## src/rtl/pkt_egress_scheduler.sv

```systemverilog
// ---------------------------------------------------------------------------
// pkt_egress_scheduler
//   Shares one registered valid/ready egress port between PATH_COUNT routed
//   paths. Each path owns a small FIFO; a round-robin arbiter drains the
//   FIFOs one word per cycle into the output stage. Writes into a full FIFO
//   are dropped and reported with a one-cycle oDrop pulse.
//
//   Optional feature: define PKT_SCHED_DROPCNT_EN to add per-path saturating
//   drop counters on oDropCnt. Without it oDropCnt is tied to zero and no
//   counter flops are built.
// ---------------------------------------------------------------------------
module pkt_egress_scheduler #(
   parameter int PATH_COUNT = 4,
   parameter int DATA_WIDTH = 8,
   parameter int FIFO_DEPTH = 4,
   parameter int CNT_WIDTH  = 16
) (
   input  logic                            iClk,
   input  logic                            iRstN,
   input  logic                            iFlush,
   input  logic [PATH_COUNT-1:0]           iDataVld,
   input  logic [DATA_WIDTH-1:0]           iData,
   output logic                            oValid,
   output logic [DATA_WIDTH-1:0]           oData,
   output logic [$clog2(PATH_COUNT)-1:0]   oPath,
   input  logic                            iReady,
   output logic [PATH_COUNT-1:0]           oDrop,
   output logic [PATH_COUNT*CNT_WIDTH-1:0] oDropCnt
);

   localparam int PathW = $clog2(PATH_COUNT);
   localparam int PtrW  = $clog2(FIFO_DEPTH);
   localparam logic [PtrW:0] FullCount = FIFO_DEPTH[PtrW:0];

   typedef enum logic {
      IDLE  = 1'b0,
      VALID = 1'b1
   } schedStateT;

   // Per-path FIFO storage and bookkeeping
   logic [DATA_WIDTH-1:0] fifoMem [PATH_COUNT][FIFO_DEPTH];
   logic [PtrW-1:0]       wrPtr   [PATH_COUNT];
   logic [PtrW-1:0]       rdPtr   [PATH_COUNT];
   logic [PtrW:0]         fillCnt [PATH_COUNT];

   logic [PATH_COUNT-1:0] notEmpty;
   logic [PATH_COUNT-1:0] isFull;
   logic [PATH_COUNT-1:0] pushEn;
   logic [PATH_COUNT-1:0] popVec;

   // Arbitration and output control
   logic [PathW-1:0] rrPtr;
   logic [PathW-1:0] grant;
   logic [PathW-1:0] grantNext;
   logic [PathW-1:0] cand;
   logic             grantVld;
   logic             popEn;
   schedStateT       state;
   schedStateT       stateNext;

   // FIFO status, taken from the count before the edge
   // NOTE: combinational blocks use blocking '=' and give every output a value
   // on every path through the block, so no latch can be inferred.
   always_comb begin
      notEmpty = '0;
      isFull   = '0;
      for (int i = 0; i < PATH_COUNT; i++) begin
         notEmpty[i] = (fillCnt[i] != '0);
         isFull[i]   = (fillCnt[i] == FullCount);
      end
   end

   // Round-robin search: first non-empty FIFO at or after rrPtr, modulo PATH_COUNT
   always_comb begin
      grant    = '0;
      grantVld = 1'b0;
      cand     = '0;
      for (int k = 0; k < PATH_COUNT; k++) begin
         if (int'(rrPtr) + k >= PATH_COUNT)
            cand = PathW'(int'(rrPtr) + k - PATH_COUNT);
         else
            cand = PathW'(int'(rrPtr) + k);
         if (!grantVld && notEmpty[cand]) begin
            grantVld = 1'b1;
            grant    = cand;
         end
      end
   end

   // Pointer value after a pop, wrapping the last path back to path 0
   always_comb begin
      grantNext = grant + 1'b1;
      if (grant == PathW'(PATH_COUNT - 1))
         grantNext = '0;
   end

   // Output FSM next-state and pop decision; flush forces IDLE with no pop
   always_comb begin
      stateNext = state;
      popEn     = 1'b0;
      if (iFlush) begin
         stateNext = IDLE;
      end else begin
         case (state)
            IDLE: begin
               if (grantVld) begin
                  popEn     = 1'b1;
                  stateNext = VALID;
               end
            end
            VALID: begin
               if (iReady) begin
                  if (grantVld)
                     popEn = 1'b1;
                  else
                     stateNext = IDLE;
               end
            end
            default: stateNext = IDLE;
         endcase
      end
   end

   // Per-path push/pop strobes; a full FIFO refuses the write even if popped this cycle
   always_comb begin
      pushEn = '0;
      popVec = '0;
      for (int i = 0; i < PATH_COUNT; i++) begin
         pushEn[i] = iDataVld[i] && !isFull[i] && !iFlush;
         popVec[i] = popEn && (grant == PathW'(i));
      end
   end

   // Output FSM state register
   // NOTE: clocked blocks use non-blocking '<=' so every flop samples the
   // pre-edge values regardless of statement order.
   always_ff @(posedge iClk or negedge iRstN) begin
      if (!iRstN)
         state <= IDLE;
      else
         state <= stateNext;
   end

   assign oValid = (state == VALID);

   // FIFO pointers and fill counts; flush empties every FIFO
   always_ff @(posedge iClk or negedge iRstN) begin
      if (!iRstN) begin
         for (int i = 0; i < PATH_COUNT; i++) begin
            wrPtr[i]   <= '0;
            rdPtr[i]   <= '0;
            fillCnt[i] <= '0;
         end
      end else if (iFlush) begin
         for (int i = 0; i < PATH_COUNT; i++) begin
            wrPtr[i]   <= '0;
            rdPtr[i]   <= '0;
            fillCnt[i] <= '0;
         end
      end else begin
         for (int i = 0; i < PATH_COUNT; i++) begin
            if (pushEn[i])
               wrPtr[i] <= wrPtr[i] + 1'b1;
            if (popVec[i])
               rdPtr[i] <= rdPtr[i] + 1'b1;
            case ({pushEn[i], popVec[i]})
               2'b10:   fillCnt[i] <= fillCnt[i] + 1'b1;
               2'b01:   fillCnt[i] <= fillCnt[i] - 1'b1;
               default: ;
            endcase
         end
      end
   end

   // FIFO storage write port
   // NOTE: the storage array has no reset; only pointers and counts need a
   // known value, and a slot is never read before it has been written.
   always_ff @(posedge iClk) begin
      for (int i = 0; i < PATH_COUNT; i++) begin
         if (pushEn[i])
            fifoMem[i][wrPtr[i]] <= iData;
      end
   end

   // Output word, source path and round-robin pointer, loaded on each pop
   always_ff @(posedge iClk or negedge iRstN) begin
      if (!iRstN) begin
         oData <= '0;
         oPath <= '0;
         rrPtr <= '0;
      end else if (iFlush) begin
         oData <= '0;
         oPath <= '0;
         rrPtr <= '0;
      end else if (popEn) begin
         oData <= fifoMem[grant][rdPtr[grant]];
         oPath <= grant;
         rrPtr <= grantNext;
      end
   end

   // Drop pulse: a write that met a full FIFO, reported one cycle later
   always_ff @(posedge iClk or negedge iRstN) begin
      if (!iRstN)
         oDrop <= '0;
      else if (iFlush)
         oDrop <= '0;
      else
         oDrop <= iDataVld & isFull;
   end

`ifdef PKT_SCHED_DROPCNT_EN
   logic [CNT_WIDTH-1:0] dropCnt [PATH_COUNT];

   // Saturating per-path drop counters; only reset clears them, flush does not
   always_ff @(posedge iClk or negedge iRstN) begin
      if (!iRstN) begin
         for (int i = 0; i < PATH_COUNT; i++)
            dropCnt[i] <= '0;
      end else begin
         for (int i = 0; i < PATH_COUNT; i++) begin
            if (oDrop[i] && (dropCnt[i] != '1))
               dropCnt[i] <= dropCnt[i] + 1'b1;
         end
      end
   end

   // Pack the counters onto the flat output bus, path i at [i*CNT_WIDTH +: CNT_WIDTH]
   always_comb begin
      oDropCnt = '0;
      for (int i = 0; i < PATH_COUNT; i++)
         oDropCnt[i*CNT_WIDTH +: CNT_WIDTH] = dropCnt[i];
   end
`else
   assign oDropCnt = '0;
`endif

endmodule

```

## config.mk

```make
export PLATFORM = sky130hd
export DESIGN_NAME = pkt_egress_scheduler
export DESIGN_NICKNAME = d
export VERILOG_FILES = /design/src/rtl/pkt_egress_scheduler.sv
export SDC_FILE = /design/constraint.sdc
export NUM_CORES = 1
export LEC_CHECK = 0
export CORE_MARGIN = 2
export CORE_UTILIZATION = 45
export CTS_BUF_LIST = sky130_fd_sc_hd__clkbuf_8
export CTS_CLUSTER_SIZE = 10
export DETAILED_ROUTE_END_ITERATION = 8
export GPL_ROUTABILITY_DRIVEN = 0
export HOLD_SLACK_MARGIN = 0.03
export PLACE_DENSITY = 0.66
export SLEW_MARGIN = 25
export SYNTH_ARGS = -nofsm -noshare
export SYNTH_HDL_FRONTEND = slang
export SYNTH_SLANG_ARGS = --single-unit
```

## constraint.sdc

```tcl
create_clock -name iClk -period 3.64 [get_ports iClk]
set_clock_uncertainty 0.1 [all_clocks]
set_input_delay 0.728 -clock iClk [delete_from_list [all_inputs] [get_ports iClk]]
set_output_delay 0.728 -clock iClk [all_outputs]
set_load 0.05 [all_outputs]
```

# Word-level counts from Yosys, hierarchy flattened
# Memories as Yosys holds them, arrays and structs flattened.
# Index checks and enable logic that the tools add are counted.
dict set report totals {
  n_memories 1
  regBits 45
  ram_bits 128
  out_inout_bits 79
}
dict set report op_classes {
  order_cmp 18
  n_eq_ne 15
  n_mux 72
  reduce_logical 45
  bitwise_logic 8
  add_sub_neg 24
}
# name depth width rd rd_clocked_by_memory_dff wr line
set mem_list {}
lappend mem_list {fifoMem 4 32 1 0 4 41} ;# logic [DATA_WIDTH-1:0] fifoMem [PATH_COUNT][FIFO_DEPTH];
# operator n
set op_table {}
lappend op_table {{$mux W32} 4}
lappend op_table {{$mux W8} 10}
lappend op_table {{$demux W8 S2} 4}
lappend op_table {{$mux W2} 23}
lappend op_table {{$ge A3 B3 Y1 const B} 9}
lappend op_table {{$pmux W3 S2} 4}
lappend op_table {{$reduce_bool A3 Y1} 8}
lappend op_table {{$logic_and A1 B1 Y1} 19}
lappend op_table {{$add A2 B1 Y2 const B} 9}
lappend op_table {{$not A2 Y3} 6}
lappend op_table {{$reduce_bool A2 Y1} 9}
lappend op_table {{$mux W1} 17}
lappend op_table {{$bmux W8 S2} 1}
lappend op_table {{$add A3 B1 Y3 const B} 4}
lappend op_table {{$eq A2 B2 Y1 const B} 6}
lappend op_table {{$eq A3 B3 Y1 const B} 4}
lappend op_table {{$lt A2 B3 Y1 const B} 4}
lappend op_table {{$lt A3 B1 Y1 const B} 4}
lappend op_table {{$mux W12} 1}
lappend op_table {{$sub A3 B1 Y3 const B} 4}
lappend op_table {{$eq A2 B1 Y1 const B} 5}
lappend op_table {{$bmux W1 S2} 4}
lappend op_table {{$logic_not A1 Y1} 8}
lappend op_table {{$sub A2 B1 Y2 const B} 4}
lappend op_table {{other kinds (9)} 11}

# Logic depth before layout (Yosys ltp)
# Gate-level depths: netlist of run 1.
dict set report depth {
  word_depth 24
  ltp_mapped 15
  ltp_nobuf 11
}

# Worst setup path after synthesis of run 1
# Ideal clock, no wire load.
dict set report synth_timing {
  path_kind {reg2reg}
  start {register fillCnt[9] in the netlist's numbering}
  end {register fillCnt[1] in the netlist's numbering}
  stages_incl_launch_ff 12
  synth_period_minus_slack_ns 3.203
  slack_ns 0.437
  n_path_buf 2
  setup_time_ns 0.134
  arrival_ns 2.968
  path_cell_list {dfrtp_1 > or3_4 > a21o_1 > a21boi_2 > buf_2 > buf_2 > ha_1 > nand3_1 > nor2_1 > fa_1 > a32oi_1 > o22ai_1}
}
dict set report synth_via {
  elab_chain_len 21
}
# element line
set synth_rtl {}
lappend synth_rtl {{start: declaration} 44} ;# logic [PtrW:0] fillCnt [PATH_COUNT];
lappend synth_rtl {{start signal: indexed assignment} 167} ;# 2'b10: fillCnt[i] <= fillCnt[i] + 1'b1;
lappend synth_rtl {{start signal: indexed assignment} 168} ;# 2'b01: fillCnt[i] <= fillCnt[i] - 1'b1;
lappend synth_rtl {{$reduce_bool A3 Y1 (*)} 68} ;# notEmpty[i] = (fillCnt[i] != '0);
lappend synth_rtl {{$bmux W1 S2} 83} ;# if (!grantVld && notEmpty[cand]) begin
lappend synth_rtl {{$mux W1 (implied by the code)} 83}
lappend synth_rtl {{$mux W1} 83}
lappend synth_rtl {{$logic_not A1 Y1} 83}
lappend synth_rtl {{$logic_and A1 B1 Y1} 83}
lappend synth_rtl {{$mux W1} 83}
lappend synth_rtl {{$logic_not A1 Y1} 83}
lappend synth_rtl {{(+5 left out)} -}
lappend synth_rtl {{$mux W1} {106, 113}}
lappend synth_rtl {{$mux W1} 112} ;# if (iReady) begin
lappend synth_rtl {{$pmux W1 S2} 104} ;# case (state)
lappend synth_rtl {{$mux W1} 101} ;# if (iFlush) begin
lappend synth_rtl {{$logic_and A1 B1 Y1 (*)} 130} ;# popVec[i] = popEn && (grant == PathW'(i));
lappend synth_rtl {{$eq A2 B1 Y1 / $eq A2 B2 Y1 (equally long branches)} 166} ;# case ({pushEn[i], popVec[i]})
lappend synth_rtl {{$pmux W3 S2} 166}
lappend synth_rtl {{$mux W12} 154} ;# end else if (iFlush) begin
# Every way passes the cells marked *; elsewhere a longest branch is shown, timed or not. The select of a mux whose other input is x is not followed.
# A chain may end at the register's enable or synchronous reset.

# Final worst setup path of run 1
dict set report layout_timing {
  start {register fillCnt[2] in the netlist's numbering}
  end {register fillCnt[4] in the netlist's numbering}
}
# The elaborated chain is that of the path after synthesis.

==> qor.yml, run 1 <==
run_status:
  outcome: "finished clean"
synth:
  synth_flop_cell: "edfxtp_1"
  synth-edff-count: 128
  synthXorXnorAreaFrac: 0.0203
  synth.area.top_cells: "edfxtp_1, dfrtp_1, buf_4"
  synth_simple_gate_area_frac: 0.110
  synth_top_area_cell: "edfxtp_1"
  yosys_warnings: 0
  synth_top_family_by_area: "compound AO/OA/AOI/OAI gates"
  ys_ff_latch: 173
  netlist_area_um2: 8220
  synth.distinct_cells: 43
  synth_top_cell_area_share: 0.468
  synth_compound_area_frac: 0.127
  synth_mux_area_frac: 0.00990
  synthArstFlopShare: 0.260
  synthAdderAreaFrac: 0.0402
  ys_top_cells_by_count: "edfxtp_1, nand2_1, a21oi_1, buf_4, dfrtp_1"
  avgSynthCellArea_um2: 11.6
  yosysSeqAreaShare: 0.605
  synthCells: 707
clocking:
  root_buffer: "clkbuf_8"
  cts_hold_buf: 0
  cts_buffers: 17
  postCtsSetupRepairBufs: 0
  clk_pin_slew_worst_paths_ns: 0.09
  clk_path_buf_depth: 2
  cts_tree: "yes"
  clock-sinks: 173
  clock_latency_ns: 0.48
  post_cts_resized: 0
  h-tree-depth: 4
global_route:
  grtUsageTotal: 0.188
  grt_max_degree: 65
  grt_overflow: 0
  antenna_found_initial: 0
  grt_pass1_wl_um: 27700
  grt_pass1_vias: 5102
floorplan:
  dieArea_um2: 19400
  core_area_um2: 18000
  die_x_um: 139
  row_count: 49
  die_height_um: 139
  io_pins: 95
  start_util: 0.457
drt:
  drtIter0Drc: 358
  drc_errors: 0
  routed_wl_um: 17800
  wl_per_cell_um: 18.4
  vias: 5265
  postRouteAntennaNets: 0
  via_per_inst: 5.44
  first_pass_iters: 5
sta:
  hold_viol_final: 0
  max_freq_ghz: 0.298
  min_period_ns: 3.35
  setup_viol: 0
  period_share: 0.920
  setup_tns_ns: 0
  slew_viol_final: 0
  max-slew-margin-rel: 0.503
  worst_pin_slew_ns: 0.742
  rsz0062_at_grt: "no"
finish:
  syn_to_final_growth_pct: 7.57
  fin_cells: 968
  multi_input_area_um2: 2770
  n_antenna_cell: 0
  layout-drive-gt1-share: 0.0758
  n_fill_cell: 1584
  regArea_um2: 4970
  nets: 766
critical_path:
  cp_data_arrival_time_ns: 3.60
  slowest_stage: "or3_1"
  crit_chain: "or3_1 -> o21ai_0 -> a21boi_4 -> inv_2 -> ha_1 -> nand3_1 -> nor2_1 -> fa_1 -> a32oi_1 -> o22ai_1"
  cp_max_fo: 18
  crit_family: "simple AND/OR/NAND/NOR gates"
  r2r-end: "fillCnt[4]$_DFFE_PN0P_"
  cp-end-kind: "register"
  cp.required_ns: 3.89
  worstSetupPathType: "register to register"
  startpoint_type: "register"
  cpPeakStageDelay_ns: 0.51
  worstRegToRegCells: 10
  worstPathBufferInverterCount: 1
  cp-startpoint: "fillCnt[2]$_DFFE_PN0P_"
  reg2reg_slack_ns: 0.29
  r2r-start: "fillCnt[2]$_DFFE_PN0P_"
place:
  port_buffers: 30
  hpwl_um: 11600
  placed_cells: 936
min_path:
  hold_path_class: "input pin to asynchronous set/reset pin"
run:
  cap_violations: 0
## worst max-delay path by stage
stage	cells after the start	endpoint	slack (ns)
global placement	8	fillCnt[4]$_DFFE_PN0P_	0.43
detailed placement	8	fillCnt[4]$_DFFE_PN0P_	0.29
finish	10	fillCnt[4]$_DFFE_PN0P_	0.29
floorplan	11	fillCnt[1]$_DFFE_PN0P_	0.44
CTS	10	fillCnt[4]$_DFFE_PN0P_	0.32
global route	10	fillCnt[4]$_DFFE_PN0P_	0.12
## per-layer routing
metal,part of all wire,vias up,global-route usage
li1,-,2447,-
met4,0.013,0,0.0510
met3,0.059,18,0.0466
met5,0,-,0
met1,0.41,2611,0.236
met2,0.51,189,0.326
## layout by cell type, fill, tap and decap left out, types with 16 or more instances in the layout
cell             instances
clkbuf_8                17
clkdlybuf4s50_1         29
nor2_1                  36
a32oi_1                 20
nand2_1                128
a21oi_1                 83
edfxtp_1               128
dfrtp_1                 45
conb_1                  64
a221o_1                 16
ha_1                    20
## worst register-to-register path: stages (launching register included)
cell	delay [ns]
dfrtp_1	0.48
or3_1	0.51
o21ai_0	0.20
a21boi_4	0.14
inv_2	0.32
ha_1	0.28
nand3_1	0.22
nor2_1	0.24
fa_1	0.46
a32oi_1	0.18
o22ai_1	0.10
## final cells by class
class                           instances  share of cell area
Sequential cell                       173               0.562
Multi-Input combinational cell        480               0.313
Timing Repair Buffer                   38              0.0405
Tap cell                              229              0.0324
Clock buffer                           17              0.0265
Clock inverter                         15              0.0174
Inverter                               16             0.00736
## kinds of logic after synthesis
| family | after synthesis |
|---|---|
| XOR/XNOR | 19 |
| AND/OR/NAND/NOR | 212 |
| other | 1 |
| buffers and inverters | 117 |
| AO/OA/AOI/OAI | 153 |
| multiplexers | 8 |
| adder cells (fa/ha/maj) | 24 |
| flip-flops | 173 |
## flip-flops by register name (all words and copies together), names as in the netlist
signal and flops:
oValid 1, oPath 2, fillCnt 12, oData 8, rrPtr 2, oDrop 4
rdPtr 8, fifoMem 128, wrPtr 8
## metrics by stage
| stage | cell area [um2] | util | setup slack [ns] | hold WS [ns] |
|---|---|---|---|---|
| finish | 8840 | 0.492 | 0.290 | 0.160 |
| global route | 8840 | 0.492 | 0.117 | 0.181 |
| CTS | 8840 | 0.492 | 0.319 | 0.161 |
| detailed placement | 8450 | 0.470 | 0.295 | 0.408 |
| global placement | 8450 | 0.470 | 0.431 | 0.413 |
| floorplan | 8450 | - | 0.437 | 0.332 |
Power of run 1 is left out: the tool's default activity adds up to more than one toggle a clock period on the data nets, which glitch-free logic cannot reach.
==> run 2, diff against run 1 <==
CAP_MARGIN = 20   (was unset)
CORE_UTILIZATION = 52   (was 45)
PLACE_DENSITY = 0.75   (was 0.66)
==> run 2 against run 1 <==
Compared with the run above: via count up 0.74%; sequential share of layout area down 0.20 points; hold slack better by 0.016 ns; clock-buffer cell count unchanged; routed wire length down 4.4%; largest cell class unchanged.
==> qor.yml, run 2 (synthesized netlist as in run 1, its figures left out) <==
sta:
  hold_viol_final: 0  # unchanged
  slew_viol_final: 0  # unchanged
  worst_pin_slew_ns: 0.747  # was 0.742 ns
  fin_ws_ns: 0.282  # was 0.290 ns
  setup_viol: 0  # unchanged
  period_share: 0.922  # was 0.920
  rsz0062_at_grt: "no"  # unchanged
  max-slew-margin-rel: 0.500  # was 0.503
  min_period_ns: 3.36  # was 3.35 ns
  setup_tns_ns: 0  # unchanged
  max_freq_ghz: 0.298  # about the same
clocking:
  clock_latency_ns: 0.46  # was 0.48 ns
  root_buffer: "clkbuf_8"  # unchanged
  cts_hold_buf: 0  # unchanged
  clk_pin_slew_worst_paths_ns: 0.09  # about the same
  h-tree-depth: 4  # unchanged
  clk_path_buf_depth: 2  # unchanged
  clock-sinks: 173  # unchanged
  cts_tree: "yes"  # unchanged
  cts_buffers: 17  # unchanged
global_route:
  grt_pass1_vias: 5095  # was 5102
  grt_max_degree: 65  # unchanged
  grtUsageTotal: 0.209  # was 0.188
  antenna_found_initial: 0  # unchanged
  use_met3: 0.0603  # was 0.0466
  grt_util_met2: 0.344  # was 0.326
  busiest_layer: "met2"  # unchanged
  grt_pass1_wl_um: 26200  # was 27700 um
  use_met1: 0.261  # was 0.236
  grt_overflow: 0  # unchanged
drt:
  postRouteAntennaNets: 0  # unchanged
  vias: 5304  # was 5265
  drc_errors: 0  # unchanged
  routed_wl_um: 17000  # was 17800 um
  wl_per_cell_um: 17.9  # was 18.4 um
  via_per_inst: 5.58  # was 5.44
  drtIter0Drc: 395  # was 358
  first_pass_iters: 5  # unchanged
floorplan:
  die_x_um: 130  # was 139 um
  die_height_um: 130  # was 139 um
  dieArea_um2: 16800  # was 19400 um2
  core_area_um2: 15300  # was 18000 um2
  start_util: 0.536  # was 0.457
  io_pins: 95  # unchanged
  row_count: 45  # was 49
critical_path:
  cp-end-kind: "register"  # unchanged
  cpPeakStageDelay_ns: 0.46  # was 0.51 ns
  cp.required_ns: 3.87  # was 3.89 ns
  worstPathBufferInverterCount: 1  # unchanged
  startpoint_type: "register"  # unchanged
  slowest_stage: "dfrtp_1"  # was or3_1
  worstRegToRegCells: 10  # unchanged
  r2r-start: "fillCnt[4]$_DFFE_PN0P_"  # was fillCnt[2]$_DFFE_PN0P_
  crit_family: "simple AND/OR/NAND/NOR gates"  # unchanged
  r2r-end: "fillCnt[7]$_DFFE_PN0P_"  # was fillCnt[4]$_DFFE_PN0P_
  crit_chain: "or3_4 -> and3_1 -> o21a_2 -> clkinv_4 -> ha_1 -> nand3_1 -> nor2_1 -> fa_1 -> a32oi_1 -> o22ai_1"  # was or3_1 -> o21ai_0 -> a21boi_4 -> inv_2 -> ha_1 -> nand3_1 -> nor2_1 -> fa_1 -> a32oi_1 -> o22ai_1
  cp_max_fo: 38  # was 18
  cp_data_arrival_time_ns: 3.58  # was 3.60 ns
  reg2reg_slack_ns: 0.28  # was 0.29 ns
  worstSetupPathType: "register to register"  # unchanged
place:
  dp_worst_setup_slack_ns: 0.327  # was 0.295 ns
  placed_area_um2: 8430  # was 8450 um2
  port_buffers: 30  # unchanged
  hpwl_um: 11100  # was 11600 um
  placed_cells: 919  # was 936
finish:
  nets: 767  # was 766
  n_antenna_cell: 0  # unchanged
  syn_to_final_growth_pct: 7.95  # was 7.57%
  final_area_um2: 8870  # was 8840 um2
  mostFrequentLayoutCells: "nand2_1, edfxtp_1, a21oi_1"  # unchanged
  largest_register_ffs: 128  # unchanged
  layout-drive-gt1-share: 0.0730  # was 0.0758
  fin_cells: 951  # was 968
run_status:
  outcome: "finished clean"  # unchanged
run:
  cap_violations: 0  # unchanged
min_path:
  hold_path_class: "input pin to asynchronous set/reset pin"  # unchanged
==> run 2: cell types whose count changed in the layout (fill, tap and decap cells not counted), moves of 2 or more <==
cell       previous run  this run
clkinv_2              3         0
bufinv_16             1         4
inv_6                 6         3
inv_1                14        17
inv_8                 2         0
==> run 2: per-stage QoR <==
stage	hold slack, ns	utilization
global route	0.182	0.579
global placement	0.372	0.551
floorplan	0.332	-
finish	0.176	0.579
detailed placement	0.382	0.551
CTS	0.364	0.579
==> run 2: area by class of cell <==
type / count / area (um2)
Sequential cell: 173 / 4970
Timing Repair Buffer: 39 / 365
Clock inverter: 15 / 195
Inverter: 16 / 65.1
Tap cell: 211 / 264
Multi-Input combinational cell: 480 / 2780
Clock buffer: 17 / 234
Fill cell: 1224 / 6450
==> run 2: metal layers <==
metal,routed length [um],up-vias,part of all wire
li1,-,2446,-
met1,6970,2600,0.41
met2,8490,219,0.50
met3,1070,39,0.063
met4,500,0,0.029
met5,0,-,0
==> run 2: worst reg2reg max path, cell delays in order (launching register included) <==
cell,delay (ns)
dfrtp_1,0.46
or3_4,0.45
and3_1,0.16
o21a_2,0.29
clkinv_4,0.24
ha_1,0.26
nand3_1,0.25
nor2_1,0.26
fa_1,0.44
a32oi_1,0.18
o22ai_1,0.12
==> run 2: worst max-delay path by stage <==
stage                           start  slack (ns)  depth (start not counted)                      to
6_report       fillCnt[4]$_DFFE_PN0P_        0.28                         10  fillCnt[7]$_DFFE_PN0P_
5_1_grt        fillCnt[2]$_DFFE_PN0P_        0.02                         10  fillCnt[4]$_DFFE_PN0P_
4_1_cts        fillCnt[2]$_DFFE_PN0P_        0.29                         10  fillCnt[4]$_DFFE_PN0P_
3_5_place_dp   fillCnt[2]$_DFFE_PN0P_        0.33                         10  fillCnt[4]$_DFFE_PN0P_
3_3_place_gp   fillCnt[2]$_DFFE_PN0P_        0.48                         10  fillCnt[4]$_DFFE_PN0P_
2_1_floorplan  fillCnt[9]$_DFFE_PN0P_        0.44                         11  fillCnt[1]$_DFFE_PN0P_
==> run 2: what timing repair did <==
action | CTS | global route
endpoints found under the setup margin | 0 | 1
setup buffers | 0 | 0
resized for setup | 0 | 1
Power of run 2 is left out for the same reason.
==> run 3, diff against run 2 <==
SLEW_MARGIN = 20   (was 25)
==> results of run 3 <==
The final DEF is identical to that of run 2; final timing and power are the same.
Power of run 3 is left out for the same reason.
